`config.mk`:
```
export PLATFORM = sky130hd
export DESIGN_NAME = result_serializer_flat
export DESIGN_NICKNAME = d
export VERILOG_FILES = /design/src/rtl/result_serializer_if.sv /design/src/rtl/result_serializer.sv /design/src/flat_wrapper.sv
export SDC_FILE = /design/constraint.sdc
export NUM_CORES = 1
export LEC_CHECK = 0
export ABC_AREA = 1
export CAP_MARGIN = 30
export CORE_MARGIN = 4
export CORE_UTILIZATION = 48
export CTS_BUF_LIST = sky130_fd_sc_hd__clkbuf_8
export DETAILED_ROUTE_END_ITERATION = 10
export GPL_TIMING_DRIVEN = 0
export PLACE_DENSITY_LB_ADDON = 0.3
export SETUP_SLACK_MARGIN = 0.1
export SLEW_MARGIN = 5
export SYNTH_ARGS = -nofsm -noshare
export SYNTH_HDL_FRONTEND = slang
export SYNTH_SLANG_ARGS = --single-unit
```
`constraint.sdc`:
```
create_clock -name clk -period 1.2 [get_ports clk]
set_input_delay 0.18 -clock clk [delete_from_list [all_inputs] [get_ports clk]]
set_output_delay 0.18 -clock clk [all_outputs]
set_load 0.03 [all_outputs]
```
`src/rtl/result_serializer_if.sv`:
```
// -----------------------------------------------------------------------------
// result_serializer_if
//   Bundle of the handshake and serial-line signals of result_serializer.
//
//   Handshake: a word is transferred on a rising clk edge where start=1 and
//   ready=1 together; start while ready=0 is dropped (no queuing), and data_in
//   only matters on that accepting edge. ready stays low from the accept until
//   the cycle after done.
//
//   Signals
//     start       master -> slave   request transmission
//     data_in     master -> slave   WIDTH-bit result word
//     ready       slave  -> master  serializer idle
//     ser_out     slave  -> master  serial data, MSB first
//     ser_frame   slave  -> master  ser_out carries a valid bit
//     bit_strobe  slave  -> master  first cycle of each bit
//     done        slave  -> master  one-cycle pulse after the last bit
// -----------------------------------------------------------------------------
interface result_serializer_if #(
    parameter int WIDTH = 32
);
    logic             start;
    logic [WIDTH-1:0] data_in;
    logic             ready;
    logic             ser_out;
    logic             ser_frame;
    logic             bit_strobe;
    logic             done;

    modport master (
        output start,
        output data_in,
        input  ready,
        input  ser_out,
        input  ser_frame,
        input  bit_strobe,
        input  done
    );

    modport slave (
        input  start,
        input  data_in,
        output ready,
        output ser_out,
        output ser_frame,
        output bit_strobe,
        output done
    );
endinterface

```
`src/rtl/result_serializer.sv`:
```
// -----------------------------------------------------------------------------
// result_serializer
//   Captures a WIDTH-bit result word and shifts it out MSB-first on one pin,
//   qualified by ser_frame. Each bit is held CLK_DIV clocks; bit_strobe marks
//   the first clock of every bit and done pulses once after the last bit.
//   The bit order matches an input deserializer that shifts new bits in at
//   the LSB, so a loopback rebuilds data_in.
//
//   Optional feature macro: SER_PARITY_EN
//     defined   -> one extra even-parity bit follows the data LSB
//     undefined -> plain WIDTH-bit frame, no parity logic
//
//   Ports
//     clk          in   system clock, all state on posedge
//     rst_n        in   asynchronous active-low reset
//     bus          slave modport of result_serializer_if
//                  (start, data_in, ready, ser_out, ser_frame, bit_strobe, done)
//     dbg_state_o  out  current FSM state (IDLE=0, SHIFT=1, DONE=2)
//
//   All outputs come straight from flops, so start and data_in never reach an
//   output combinationally.
// -----------------------------------------------------------------------------
module result_serializer #(
    parameter int WIDTH   = 32,
    parameter int CLK_DIV = 1
) (
    input  logic                clk,
    input  logic                rst_n,
    result_serializer_if.slave  bus,
    output logic [1:0]          dbg_state_o
);

`ifdef SER_PARITY_EN
    localparam int NBITS = WIDTH + 1;
`else
    localparam int NBITS = WIDTH;
`endif

    localparam int DIV_W = (CLK_DIV > 1) ? $clog2(CLK_DIV) : 1;
    localparam int CNT_W = $clog2(NBITS + 1);

    localparam logic [DIV_W-1:0] DIV_LAST = DIV_W'(CLK_DIV - 1);
    localparam logic [CNT_W-1:0] BIT_LAST = CNT_W'(NBITS - 1);

    typedef enum logic [1:0] {
        ST_IDLE  = 2'd0,
        ST_SHIFT = 2'd1,
        ST_DONE  = 2'd2
    } state_t;

    state_t             state_q;
    logic [NBITS-1:0]   shreg_q;
    logic [CNT_W-1:0]   bit_cnt_q;
    logic [DIV_W-1:0]   div_q;
    logic               ready_q;
    logic               ser_out_q;
    logic               frame_q;
    logic               strobe_q;
    logic               done_q;

    // Word as it enters the shift register. With parity the parity bit sits
    // below the data LSB, so it simply falls out as the final bit.
    logic [NBITS-1:0]   load_w;

`ifdef SER_PARITY_EN
    assign load_w = {bus.data_in, ^bus.data_in};
`else
    assign load_w = bus.data_in;
`endif

    always_ff @(posedge clk or negedge rst_n) begin
        if (!rst_n) begin
            state_q   <= ST_IDLE;
            shreg_q   <= '0;
            bit_cnt_q <= '0;
            div_q     <= '0;
            ready_q   <= 1'b1;
            ser_out_q <= 1'b0;
            frame_q   <= 1'b0;
            strobe_q  <= 1'b0;
            done_q    <= 1'b0;
        end else begin
            case (state_q)
                ST_IDLE: begin
                    if (bus.start) begin
                        state_q   <= ST_SHIFT;
                        shreg_q   <= load_w;
                        bit_cnt_q <= '0;
                        div_q     <= '0;
                        ready_q   <= 1'b0;
                        frame_q   <= 1'b1;
                        // First bit is visible the cycle after the accept.
                        ser_out_q <= load_w[NBITS-1];
                        strobe_q  <= 1'b1;
                    end
                end

                ST_SHIFT: begin
                    if (div_q == DIV_LAST) begin
                        div_q     <= '0;
                        shreg_q   <= {shreg_q[NBITS-2:0], 1'b0};
                        bit_cnt_q <= bit_cnt_q + 1'b1;
                        if (bit_cnt_q == BIT_LAST) begin
                            state_q   <= ST_DONE;
                            frame_q   <= 1'b0;
                            ser_out_q <= 1'b0;
                            strobe_q  <= 1'b0;
                            done_q    <= 1'b1;
                        end else begin
                            // Registered output leads the shift: present the
                            // bit that will be at the MSB after this edge.
                            ser_out_q <= shreg_q[NBITS-2];
                            strobe_q  <= 1'b1;
                        end
                    end else begin
                        div_q    <= div_q + 1'b1;
                        strobe_q <= 1'b0;
                    end
                end

                ST_DONE: begin
                    state_q <= ST_IDLE;
                    done_q  <= 1'b0;
                    ready_q <= 1'b1;
                end

                default: begin
                    state_q   <= ST_IDLE;
                    ready_q   <= 1'b1;
                    ser_out_q <= 1'b0;
                    frame_q   <= 1'b0;
                    strobe_q  <= 1'b0;
                    done_q    <= 1'b0;
                end
            endcase
        end
    end

    assign bus.ready      = ready_q;
    assign bus.ser_out    = ser_out_q;
    assign bus.ser_frame  = frame_q;
    assign bus.bit_strobe = strobe_q;
    assign bus.done       = done_q;
    assign dbg_state_o    = state_q;

endmodule

```
`src/flat_wrapper.sv`:
```
// flat-port wrapper written by rule: the top's interface ports become plain ports
module result_serializer_flat 
#(
    parameter int WIDTH   = 32,
    parameter int CLK_DIV = 1
)
  (clk, rst_n, dbg_state_o, bus_start, bus_data_in, bus_ready, bus_ser_out, bus_ser_frame, bus_bit_strobe, bus_done);
  result_serializer_if #(.WIDTH(WIDTH)) bus_i ();
  input  logic clk;
  input  logic rst_n;
  output logic [1:0] dbg_state_o;
  input wire logic [$bits(bus_i.start)-1:0] bus_start;
  input wire logic [$bits(bus_i.data_in)-1:0] bus_data_in;
  output wire logic [$bits(bus_i.ready)-1:0] bus_ready;
  output wire logic [$bits(bus_i.ser_out)-1:0] bus_ser_out;
  output wire logic [$bits(bus_i.ser_frame)-1:0] bus_ser_frame;
  output wire logic [$bits(bus_i.bit_strobe)-1:0] bus_bit_strobe;
  output wire logic [$bits(bus_i.done)-1:0] bus_done;
  assign bus_i.start = bus_start;
  assign bus_i.data_in = bus_data_in;
  assign bus_ready = bus_i.ready;
  assign bus_ser_out = bus_i.ser_out;
  assign bus_ser_frame = bus_i.ser_frame;
  assign bus_bit_strobe = bus_i.bit_strobe;
  assign bus_done = bus_i.done;
  result_serializer #(.WIDTH(WIDTH), .CLK_DIV(CLK_DIV)) u_core (.clk(clk), .rst_n(rst_n), .bus(bus_i), .dbg_state_o(dbg_state_o));
endmodule
```
# --- Yosys cells after proc, flatten, opt, wreduce, memory -nomap -nowiden ---
# Index checks and enable logic that the tools add are counted.
op_classes:
  n_mux: 28
  n_eq_ne: 6
  n_reduce_logical: 10
  n_addsub: 2
  n_bitwise: 3
ops:
  columns: ["operator", "n"]
  rows:
  - ["$mux 31", 2]
  - ["$pmux 31 s2", 1]
  - ["$mux 1", 12]
  - ["$mux 6", 2]
  - ["$pmux 6 s2", 1]
  - ["$reduce_and 3->1", 4]
  - ["$pmux 1 s3", 3]
  - ["$add 6x1->6 const B", 1]
  - ["$eq 6x5->1 const B", 1]
  - ["$mux 2", 3]
  - ["$pmux 1 s2", 3]
  - ["$reduce_and 2->1", 3]
  - ["$ne 2x2->1 const B", 2]
  - ["$pmux 2 s2", 1]
  - ["$reduce_and 4->1", 1]
  - ["$not 1->1", 3]
  - ["$eq 2x1->1 const B", 1]
  - ["$eq 2x2->1 const B", 1]
  - ["$logic_not 2->1", 1]
  - ["$ne 2x1->1 const B", 1]
  - ["$reduce_bool 2->1", 1]
  - ["$add 1x1->1 const B", 1]
totals:
  inputBits: 35
  regBits: 45
  elab_cells: 58

# --- Depth between registers and ports, before layout ---
# Gate-level depths: netlist of the first run.
logic_depth:
  ltp_word: 4
  ltp_mapped: 8
  ltp_nobuf: 8

# --- Least setup slack after synthesis of the first run ---
# OpenSTA, ideal clock, no wires.
synth_timing:
  path_type: "register to register"
  start: "reg u_core.state_q[0], in the netlist u_core.dbg_state_o[0]"
  end: "reg u_core.bit_cnt_q[5]"
  path_stages_with_launch: 9
  n_path_buf: 1
  slack_ns: -0.127
  t_arrival_ns: 1.199
  required_time_ns: 1.072
  cell_sequence: "dfrtp_1 inv_2 nor2_4 inv_4 nand2_8 inv_6 buf_6 nand2_1 nand3_1"
synth_between:
  elab_chain_len: 3
  word_cells_on_any_way: 7
synth_rtl:
  columns: ["item", "line", "source"]
  rows:
  - ["from (decl)", "result_serializer.sv:51", "state_t state_q;"]
  - ["from (signal assigned)", "result_serializer.sv:73", "state_q <= ST_IDLE;"]
  - ["from (signal assigned)", "result_serializer.sv:86", "state_q <= ST_SHIFT;"]
  - ["from (signal assigned)", "result_serializer.sv:104", "state_q <= ST_DONE;"]
  - ["$eq 2x1->1 or $logic_not 2->1 (tied branches)", "result_serializer.sv:83", "case (state_q)"]
  - ["$ne 2x2->1 (no line) or $reduce_bool 2->1 (tied branches)", null, null]
  - ["$reduce_and 3->1 (no line)", null, null]
  - ["to (signal assigned)", "result_serializer.sv:102", "bit_cnt_q <= bit_cnt_q + 1'b1;"]
  - ["to (decl)", "result_serializer.sv:53", "logic [CNT_W-1:0] bit_cnt_q;"]
# Parallel ways exist; a longest one is shown, timed or not.
# A chain may end at the register's enable or synchronous reset.

# --- Worst setup path in the final report of the first run ---
layout_timing:
  start: "reg u_core.state_q[1], in the netlist u_core.dbg_state_o[1]"
  end: "reg u_core.bit_cnt_q[5]"
# Same word-level chain as after synthesis.

==> metrics.txt, run 1 <==
CP delay by family, top flip-flops; Worst EP required roughly 1.4 ns; initial antenna violation count 0; layout cells sized above 1 0.277; Net count, final 343; CTS tree yes; Multi-input gate area 947 sq um; post-route ant nets 0; via-per-instance ratio 5.14; Tightest Hold Check Type input port to async pin; Setup-failing EPs final 32; GRT Resource Usage Total 0.182; Seq/Total Area, Yosys 0.524; period utilization 1.06; worst r2r dst u_core.bit_cnt_q[5]; Ports 42; crit path kind flip-flop to flip-flop; DRC viols 0; full die area 5510 sq um; Worst IR Drop VDD around 1200 uV; gr ovfl total 0; final hold vios 0; max-slew violations 0; placed instance area between 2000 and 3000 sq um; CP startpoint kind flip-flop; Max Buffers Root-to-Sink 2; total clock sinks between 40 and 50; first drt pass iteration count 4; Setup WS post-layout -0.0753 ns; hold slack ~0.39 ns; status complete, but fails checks; via count 1835; die height 74.2 um; RR Startpoint u_core.dbg_state_o[1]; Worst EP arrival 1.46 ns; Starting Density 0.511; I/O Buffers 41; Rows 23; DRT iter0 DRCs 95; total core area 4120 sq um; Max FO, Critical Path 10; global-route wire length before repair ~7700 um; failing checks negative setup slack; post-DP HPWL 3180 um; RSZ-0062 raised after global routing true; H-tree levels 2; Slowest Stage Delay on Critical Path 0.44 ns; Gate Count Post-Synth 243; total negative setup slack -1.38 ns; Worst Tran Pin Value 0.526 ns; max frequency just under 800 MHz; CP endpoint kind flip-flop; Total Wirelength 4900 um; number of synthesis warnings 0; Area Growth Syn to Fin 40.6%; Die W 74.2 um; leakage power 1.33 nW; Post-Syn Area per Cell roughly 8.7 sq um; post-route cell area 2960 sq um; number of CTS-inserted buffers 5; number of global-route vias before repair 1771; relative slew slack 0.650; Skew-Pair Late Insertion Delay 0.30 ns; post-layout min period 1.28 ns; Synth Register Bits 44; WL/cell 13.7 um; power per cell area 2020 nW/um^2; fill count 329; Seq. cell area 1100 sq um; Post-Place Setup Slack -0.187 ns; Inserted Diodes 0; largest net degree at the start of global routing 25; Mapped Nets 279; Clk pin slew, worst setup/hold paths 0.08 ns; depth of the worst register-to-register path 7; Buf+Inv Stages, Crit Path 3; number of max-cap violations 0; Clk Tree Root Cell clkbuf_8; Critical Path Most Common Cell inv_6; Tot Pwr 5.99 mW; mapped cell area roughly 2100 sq um; Max stage delay cell, worst path dfrtp_2; Netlist cell types 21; worst clock skew between 0.01 and 0.015 ns; CP cell instances nor2_4, inv_6, nand2_8, inv_6, buf_8, nand2_1, nand3_1; RePlAce Congestion ~0.76; R2R Setup Slk -0.08 ns
## routing by layer
layer	track usage	share of wire
met1	0.236	0.46
met2	0.289	0.46
met3	0.0500	0.062
met4	0.0791	0.017
met5	0	0
## worst max-delay path by stage
| stage | slack [ns] | from | end | depth (start not counted) |
|---|---|---|---|---|
| 4_1_cts | -0.02 | u_core.dbg_state_o[0] | u_core.shreg_q[15] | 8 |
| 3_3_place_gp | -1.42 | rst_n | u_core.dbg_state_o[0] | 1 |
| 5_1_grt | -0.14 | u_core.dbg_state_o[1] | u_core.bit_cnt_q[5] | 7 |
| 3_5_place_dp | -0.19 | bus_start | u_core.shreg_q[29] | 5 |
| 2_1_floorplan | -0.03 | u_core.dbg_state_o[0] | u_core.bit_cnt_q[5] | 8 |
| 6_report | -0.08 | u_core.dbg_state_o[1] | u_core.bit_cnt_q[5] | 7 |
## state kept, by name, indices dropped and copies added, names as in the netlist
register / count
u_core.shreg_q: 31
u_core.bit_cnt_q: 6
u_core.dbg_state_o: 2
u_core.bus.bit_strobe: 1
u_core.bus.done: 1
u_core.bus.ready: 1
u_core.bus.ser_frame: 1
u_core.bus.ser_out: 1
## cells by family (layout without fill, tap and decap cells)
group | Yosys count | count (layout) | synth area share
fa+ha+maj | 1 | 1 | 0.00594
flops | 44 | 44 | 0.524
compound gates | 67 | 67 | 0.174
buf+inv | 22 | 85 | 0.0809
simple gates | 109 | 110 | 0.216
## final cells by class
cell class,count,share of cell area
multi-input combinational,178,0.320
clock buffer,5,0.0233
sequential,44,0.373
tap,50,0.0211
inverter,9,0.0148
buffer,13,0.0533
timing repair buffer,56,0.191
clock inverter,2,0.00296
## power by group
group,internal (mW),leakage (nW),total (mW),switching [mW]
Combinational,1.19,0.767,2.54,1.34
Clock,0.387,0.0452,0.869,0.481
Sequential,2.16,0.521,2.58,0.420
## cell usage after synthesis (all sizes together)
cell    n  area [sq um]
nand4   1          6.26
nand3   9          45.0
dfrtp  43          1080
nor2   41           161
dfstp   1          26.3
nand2  58           241
inv     9          41.3
o21ai  58           320
ha      1          12.5
a21oi   9          45.0
buf    13           129
## worst register-to-register path, cell delays in order (launching register included)
cell and delay (ns):
dfrtp_2 0.44, nor2_4 0.18, inv_6 0.09, nand2_8 0.12, inv_6 0.07, buf_8 0.14, nand2_1 0.05, nand3_1 0.07
## cells in the final DEF (no fill, tap or decap), drive strengths merged, types with 7 or more instances in the layout
master,count
dfrtp,43
nand3,9
nand2,59
inv,10
o21ai,58
a21oi,9
buf,33
clkbuf,7
clkdlybuf4s50,33
nor2,41
## what timing repair did
action                     in CTS  in global routing
hold buffers                    1                  0
pin swaps                       3                  4
setup endpoints to repair      49                 47
cloned                          1                  2
setup buffers                   6                  5
resized for setup              58                 12
hold endpoints to repair       20                  0
## through the flow
stage,cells,util
after global placement,334,0.639
after global routing,357,0.719
after floorplan,243,-
after CTS,350,0.691
final,357,0.719
after detailed placement,335,0.644
No activity file was read; power rests on OpenSTA's default activity.
==> inputs of run 2 (changes only) <==
Settings changed: SETUP_SLACK_MARGIN 0.1 to 0.2.
==> metrics.txt, run 2 (synthesized netlist as in run 1, its figures left out) <==
status complete, but fails checks; failing checks negative hold slack, negative setup slack; max-slew violations 0 (unchanged); internal power 3.96 mW (+5.9%); Area Growth Syn to Fin 44.7%; final hold vios 22 (+22); sw power 2.37 mW (+5.4%); post-route ant nets 0 (unchanged); DRT iter0 DRCs 54 (-43%); Ports 42 (unchanged); die height 74.2 um (unchanged); max frequency 794 MHz (+1.2%); GRT Resource Usage Total 0.204 (+0.0212); fill count 324 (-1.5%); Inserted Diodes 0 (unchanged); Max FO, Critical Path 8 (-2); period utilization 1.05 (-0.0131); via count 1878 (+2.3%); worst clock skew 0.00486 ns (-0.00608 ns); switch share 0.374 (-0.00105); Starting Density 0.511 (unchanged); post-layout min period 1.26 ns (-0.0157 ns); leakage power 1.36 nW (+1.9%); CP endpoint kind flip-flop; Net count, final 344 (+0.29%); crit path kind flip-flop to flip-flop; max reg flops 31 (unchanged); RSZ-0062 raised after global routing true; post-DP HPWL 3230 um (+1.6%); total core area 4120 sq um (unchanged); Clk Tree Root Cell clkbuf_8; total clock sinks 44 (unchanged); Worst IR Drop VDD 1110 uV (-7.3%); total negative setup slack -0.640 ns (+0.741 ns); number of max-cap violations 0 (unchanged); Setup-failing EPs final 27 (-16%); Rows 23 (unchanged); Post-Layout Cell Count 359 (+0.56%); Worst EP required 1.43 ns (+0.04 ns); Worst Tran Pin Value 0.548 ns (+0.0227 ns); depth of the worst register-to-register path 7 (unchanged); DRC viols 0 (unchanged); number of CTS-inserted buffers 5 (unchanged); Max Buffers Root-to-Sink 2 (unchanged); most frequent cells in the layout nand2_1 (44), dfrtp_1 (41), o21ai_1 (35), nor2_1 (33), clkdlybuf4s50_1 (33); Worst EP arrival 1.49 ns (+0.03 ns); Clk pin slew, worst setup/hold paths 0.08 ns (about the same); global-route wire length before repair 8470 um (+10%); WL/cell 13.9 um (+1.7%); relative slew slack 0.634 (-0.0151); initial antenna violation count 0 (unchanged); Die W 74.2 um (unchanged); first drt pass iteration count 4 (unchanged); power share of the clock group 0.147 (+0.002); Gate power share 0.430 (+0.006); I/O Buffers 41 (unchanged); power per cell area 2080 nW/um^2 (+2.7%); gr ovfl total 0 (unchanged); Skew-Pair Late Insertion Delay 0.30 ns (about the same); Setup WS post-layout -0.0596 ns (+0.0157 ns); sequential power share 0.422 (-0.009); Total Wirelength 5010 um (+2.2%); Reg with most FFs u_core.shreg_q; Inst Count DP 335 (unchanged); CTS tree yes; largest net degree at the start of global routing 24 (-4.0%); via-per-instance ratio 5.23 (+1.8%); full die area 5510 sq um (unchanged); H-tree levels 2 (unchanged); RePlAce Congestion 0.769 (+0.75%); hold slack -0.139 ns (-0.526 ns); number of global-route vias before repair 1899 (+7.2%); layout cells sized above 1 0.307 (+0.0306); CP startpoint kind flip-flop; Tightest Hold Check Type input port to async pin; most common cell after layout, fill and taps aside nand2_1
==> run 2: cell count changes in the layout (fill, tap and decap cells not counted), sizes merged <==
cell         previous run  this run
nand2                  59        58
inv                    10        11
buf                    33        38
dlygate4sd3             1         0
clkbuf                  7         6
clkinv                  1         0
==> run 2: path summary, 6_finish.rpt <==
check,startpoint,end,slack [ns]
hold reg to reg,u_core.shreg_q[0],u_core.shreg_q[0],0.48
max in group asynchronous,rst_n,u_core.bus.ready,0.77
setup / recovery,u_core.dbg_state_o[1],u_core.bus.done,-0.06
min in group clk,bus_data_in[0],u_core.shreg_q[0],0.42
setup reg to reg,u_core.dbg_state_o[1],u_core.bus.done,-0.06
hold / removal,rst_n,u_core.shreg_q[20],-0.14
==> run 2: repair_timing <==
action	in CTS	in global routing
cloned	2	0
endpoints found under the setup margin	51	51
pin swaps	5	0
gates resized for setup	88	9
hold endpoints to repair	22	22
setup buffers	12	2
==> run 2: final cells by class <==
cell class / count / area, sq um / share of cell area
buffer: 13 / 163 / 0.0534
clock buffer: 6 / 82.6 / 0.0271
clock inverter: 2 / 7.51 / 0.00247
inverter: 9 / 46.3 / 0.0152
multi-input combinational: 177 / 985 / 0.323
sequential: 44 / 1100 / 0.363
tap: 50 / 62.6 / 0.0205
timing repair buffer: 58 / 594 / 0.195
==> run 2: layer usage <==
layer	vias to the layer above	wire, um	GRT usage
li1	924	-	-
met1	883	2200	0.259
met2	60	2430	0.331
met3	11	289	0.0527
met4	0	91	0.0870
met5	-	0	0
==> run 2: power groups by stage <==
stage | clock network (mW) | registers (mW) | logic, mW
2_1_floorplan | 0 | 2.66 | 1.46
3_3_place_gp | 0 | 2.58 | 2.11
3_5_place_dp | 0 | 2.61 | 2.18
4_1_cts | 0.944 | 2.63 | 2.59
5_1_grt | 1.02 | 2.75 | 3.03
6_report | 0.932 | 2.67 | 2.72
==> run 2: critical path: stages, from the launching register on <==
cell and delay (ns):
dfrtp_2 0.44, nor2_4 0.16, buf_6 0.19, buf_4 0.14, nand2_4 0.06, nand2_1 0.08
nand2_1 0.05, o21ai_1 0.07
==> run 2: per-stage QoR <==
| stage | hold slack (ns) | worst slack, ns | power [mW] | utilization | cell area (sq um) |
|---|---|---|---|---|---|
| after floorplan | -0.116 | -0.0278 | 4.12 | - | 2160 |
| after global placement | 0.456 | -1.37 | 4.69 | 0.639 | 2630 |
| after detailed placement | 0.196 | -0.183 | 4.79 | 0.644 | 2650 |
| after CTS | -0.126 | -0.0275 | 6.16 | 0.728 | 2990 |
| after global routing | -0.111 | -0.134 | 6.81 | 0.740 | 3050 |
| final | -0.139 | -0.0596 | 6.33 | 0.740 | 3050 |
==> inputs of run 3 (changes only) <==
==> constraint.sdc (replaced) <==
create_clock -name clk -period 1.2 [get_ports clk]
set_input_delay 0.24 -clock clk [delete_from_list [all_inputs] [get_ports clk]]
set_output_delay 0.24 -clock clk [all_outputs]
set_load 0.03 [all_outputs]
==> metrics.txt, run 3 (synthesized netlist as in run 1, its figures left out) <==
most frequent cells in the layout dfrtp_1 (41), nand2_1 (40), nor2_1 (37), o21ai_1 (33), clkdlybuf4s50_1 (33); Max Buffers Root-to-Sink 2 (unchanged); Clk pin slew, worst setup/hold paths 0.08 ns (about the same); Worst Tran Pin Value 0.545 ns (-0.00382 ns); CP delay by family, top flip-flops; number of CTS-inserted buffers 5 (unchanged); DRT iter0 DRCs 44 (-19%); Tightest Hold Check Type input port to async pin; DRC viols 0 (unchanged); max frequency 805 MHz (+1.3%); most common cell after layout, fill and taps aside dfrtp_1; via-per-instance ratio 5.13 (-2.0%); Worst EP arrival 1.00 ns (-0.49 ns); CP cell instances buf_6, buf_6; Inserted Diodes 0 (unchanged); max reg flops 31 (unchanged); Reg with most FFs u_core.shreg_q; Max FO, Critical Path 4 (-4); number of max-cap violations 0 (unchanged); CTS tree yes; status complete, but fails checks; Inst Count DP 335 (unchanged); Worst EP required 0.96 ns (-0.47 ns); worst clock skew 0.00933 ns (+0.00447 ns); post-DP HPWL 3230 um (unchanged); hold slack -0.0772 ns (+0.0615 ns); RePlAce Congestion 0.769 (unchanged); global-route wire length before repair 8040 um (-5.1%); Skew-Pair Late Insertion Delay 0.30 ns (about the same); via count 1820 (-3.1%); Worst IR Drop VDD 1020 uV (-8.6%); failing checks negative hold slack, negative setup slack; Die W 74.2 um (unchanged); relative slew slack 0.637 (+0.00255); fill count 325 (+0.31%); Buf+Inv Stages, Crit Path 2 (unchanged); Setup WS post-layout -0.0429 ns (+0.0168 ns); crit path kind flip-flop to output port; CP startpoint kind flip-flop; period utilization 1.04 (-0.0140); H-tree levels 2 (unchanged); total negative setup slack -0.214 ns (+0.426 ns); post-route ant nets 0 (unchanged); gr ovfl total 0 (unchanged); max-slew violations 0 (unchanged); layout cells sized above 1 0.289 (-0.0189); Max stage delay cell, worst path dfrtp_2; CP endpoint kind output port; Clk Tree Root Cell clkbuf_8; total clock sinks 44 (unchanged); Net count, final 340 (-1.2%); Critical Path Most Common Cell buf_6; GRT Resource Usage Total 0.190 (-0.0134); leakage power 1.32 nW (-2.5%); Tot Pwr 6.12 mW (-3.2%); power per cell area 2070 nW/um^2 (-0.46%); die height 74.2 um (unchanged); WL/cell 13.2 um (-5.6%); Final Util 0.719 (-0.0207); Starting Density 0.511 (unchanged); Total Wirelength 4680 um (-6.6%); first drt pass iteration count 4 (unchanged); total core area 4120 sq um (unchanged); number of global-route vias before repair 1839 (-3.2%); post-layout min period 1.24 ns (-0.0168 ns); RSZ-0062 raised after global routing true; Slowest Stage Delay on Critical Path 0.45 ns (about the same); Area Growth Syn to Fin 40.7%; initial antenna violation count 0 (unchanged); full die area 5510 sq um (unchanged); Rows 23 (unchanged); Ports 42 (unchanged); I/O Buffers 41 (unchanged); largest net degree at the start of global routing 24 (unchanged); Setup-failing EPs final 16 (-41%); Post-Layout Cell Count 355 (-1.1%); final hold vios 22 (unchanged); Post-Place Setup Slack -0.243 ns (-0.0600 ns)
## run 3: cell types whose count changed in the layout (fill, tap and decap cells not counted), moves of 2 or more
cell	previous run	this run
nand2_2	9	13
nor2_2	3	0
o21ai_0	7	10
o21ai_1	35	33
nor2_1	33	37
buf_6	15	17
nand2_1	44	40
buf_8	7	4
## run 3: final cells by class
cell class                 count  area (sq um)  share of cell area
buffer                        13           148              0.0499
clock buffer                   6          82.6              0.0279
clock inverter                 2          7.51             0.00254
inverter                       9          41.3              0.0139
multi-input combinational    177           967               0.327
sequential                    44          1100               0.373
tap                           50          62.6              0.0211
timing repair buffer          54           547               0.185
## run 3: metal layers
metal,share of wire,GRT usage,up-vias
met5,0,0,-
met4,0.019,0.0731,0
met3,0.061,0.0486,9
met2,0.46,0.302,46
met1,0.46,0.252,844
li1,-,-,921
## run 3: final timing paths
| kind | from | endpoint | cells past startpoint | slack [ns] |
|---|---|---|---|---|
| worst max register to register | u_core.dbg_state_o[0] | u_core.shreg_q[15] | 8 | -0.03 |
| worst min register to register | u_core.shreg_q[0] | u_core.shreg_q[0] | 2 | 0.48 |
| min in group clk | u_core.shreg_q[0] | u_core.shreg_q[0] | 2 | 0.48 |
| max in group asynchronous | rst_n | u_core.bus.ready | 2 | 0.71 |
| worst max-delay path | u_core.dbg_state_o[1] | dbg_state_o[1] | 2 | -0.04 |
| worst min-delay path | rst_n | u_core.shreg_q[3] | 1 | -0.08 |
## run 3: per-stage QoR
stage | cell area (sq um) | hold WS (ns)
floorplan | 2160 | -0.0556
global placement | 2630 | 0.456
detailed placement | 2650 | 0.256
CTS | 2890 | -0.0663
global route | 2960 | -0.0478
finish | 2960 | -0.0772
## run 3: repair_timing
action,in CTS,in global routing
resized for setup,70,15
gates cloned,1,0
pin swaps,1,2
endpoints found under the setup margin,51,51
hold endpoints to repair,22,22
buffers inserted,8,3
## run 3: worst register-to-register path: stages, from the launching register on
cell	delay [ns]
dfrtp_2	0.41
inv_2	0.10
nor2_4	0.06
inv_4	0.11
nand2_8	0.09
inv_6	0.10
buf_8	0.14
nand2_1	0.06
o21ai_1	0.08
## run 3: report_power, final
part | total [mW] | switching [mW] | internal, mW
Clock | 0.927 | 0.474 | 0.452
Combinational | 2.57 | 1.32 | 1.25
Sequential | 2.63 | 0.466 | 2.16
Total | 6.12 | 2.26 | 3.86
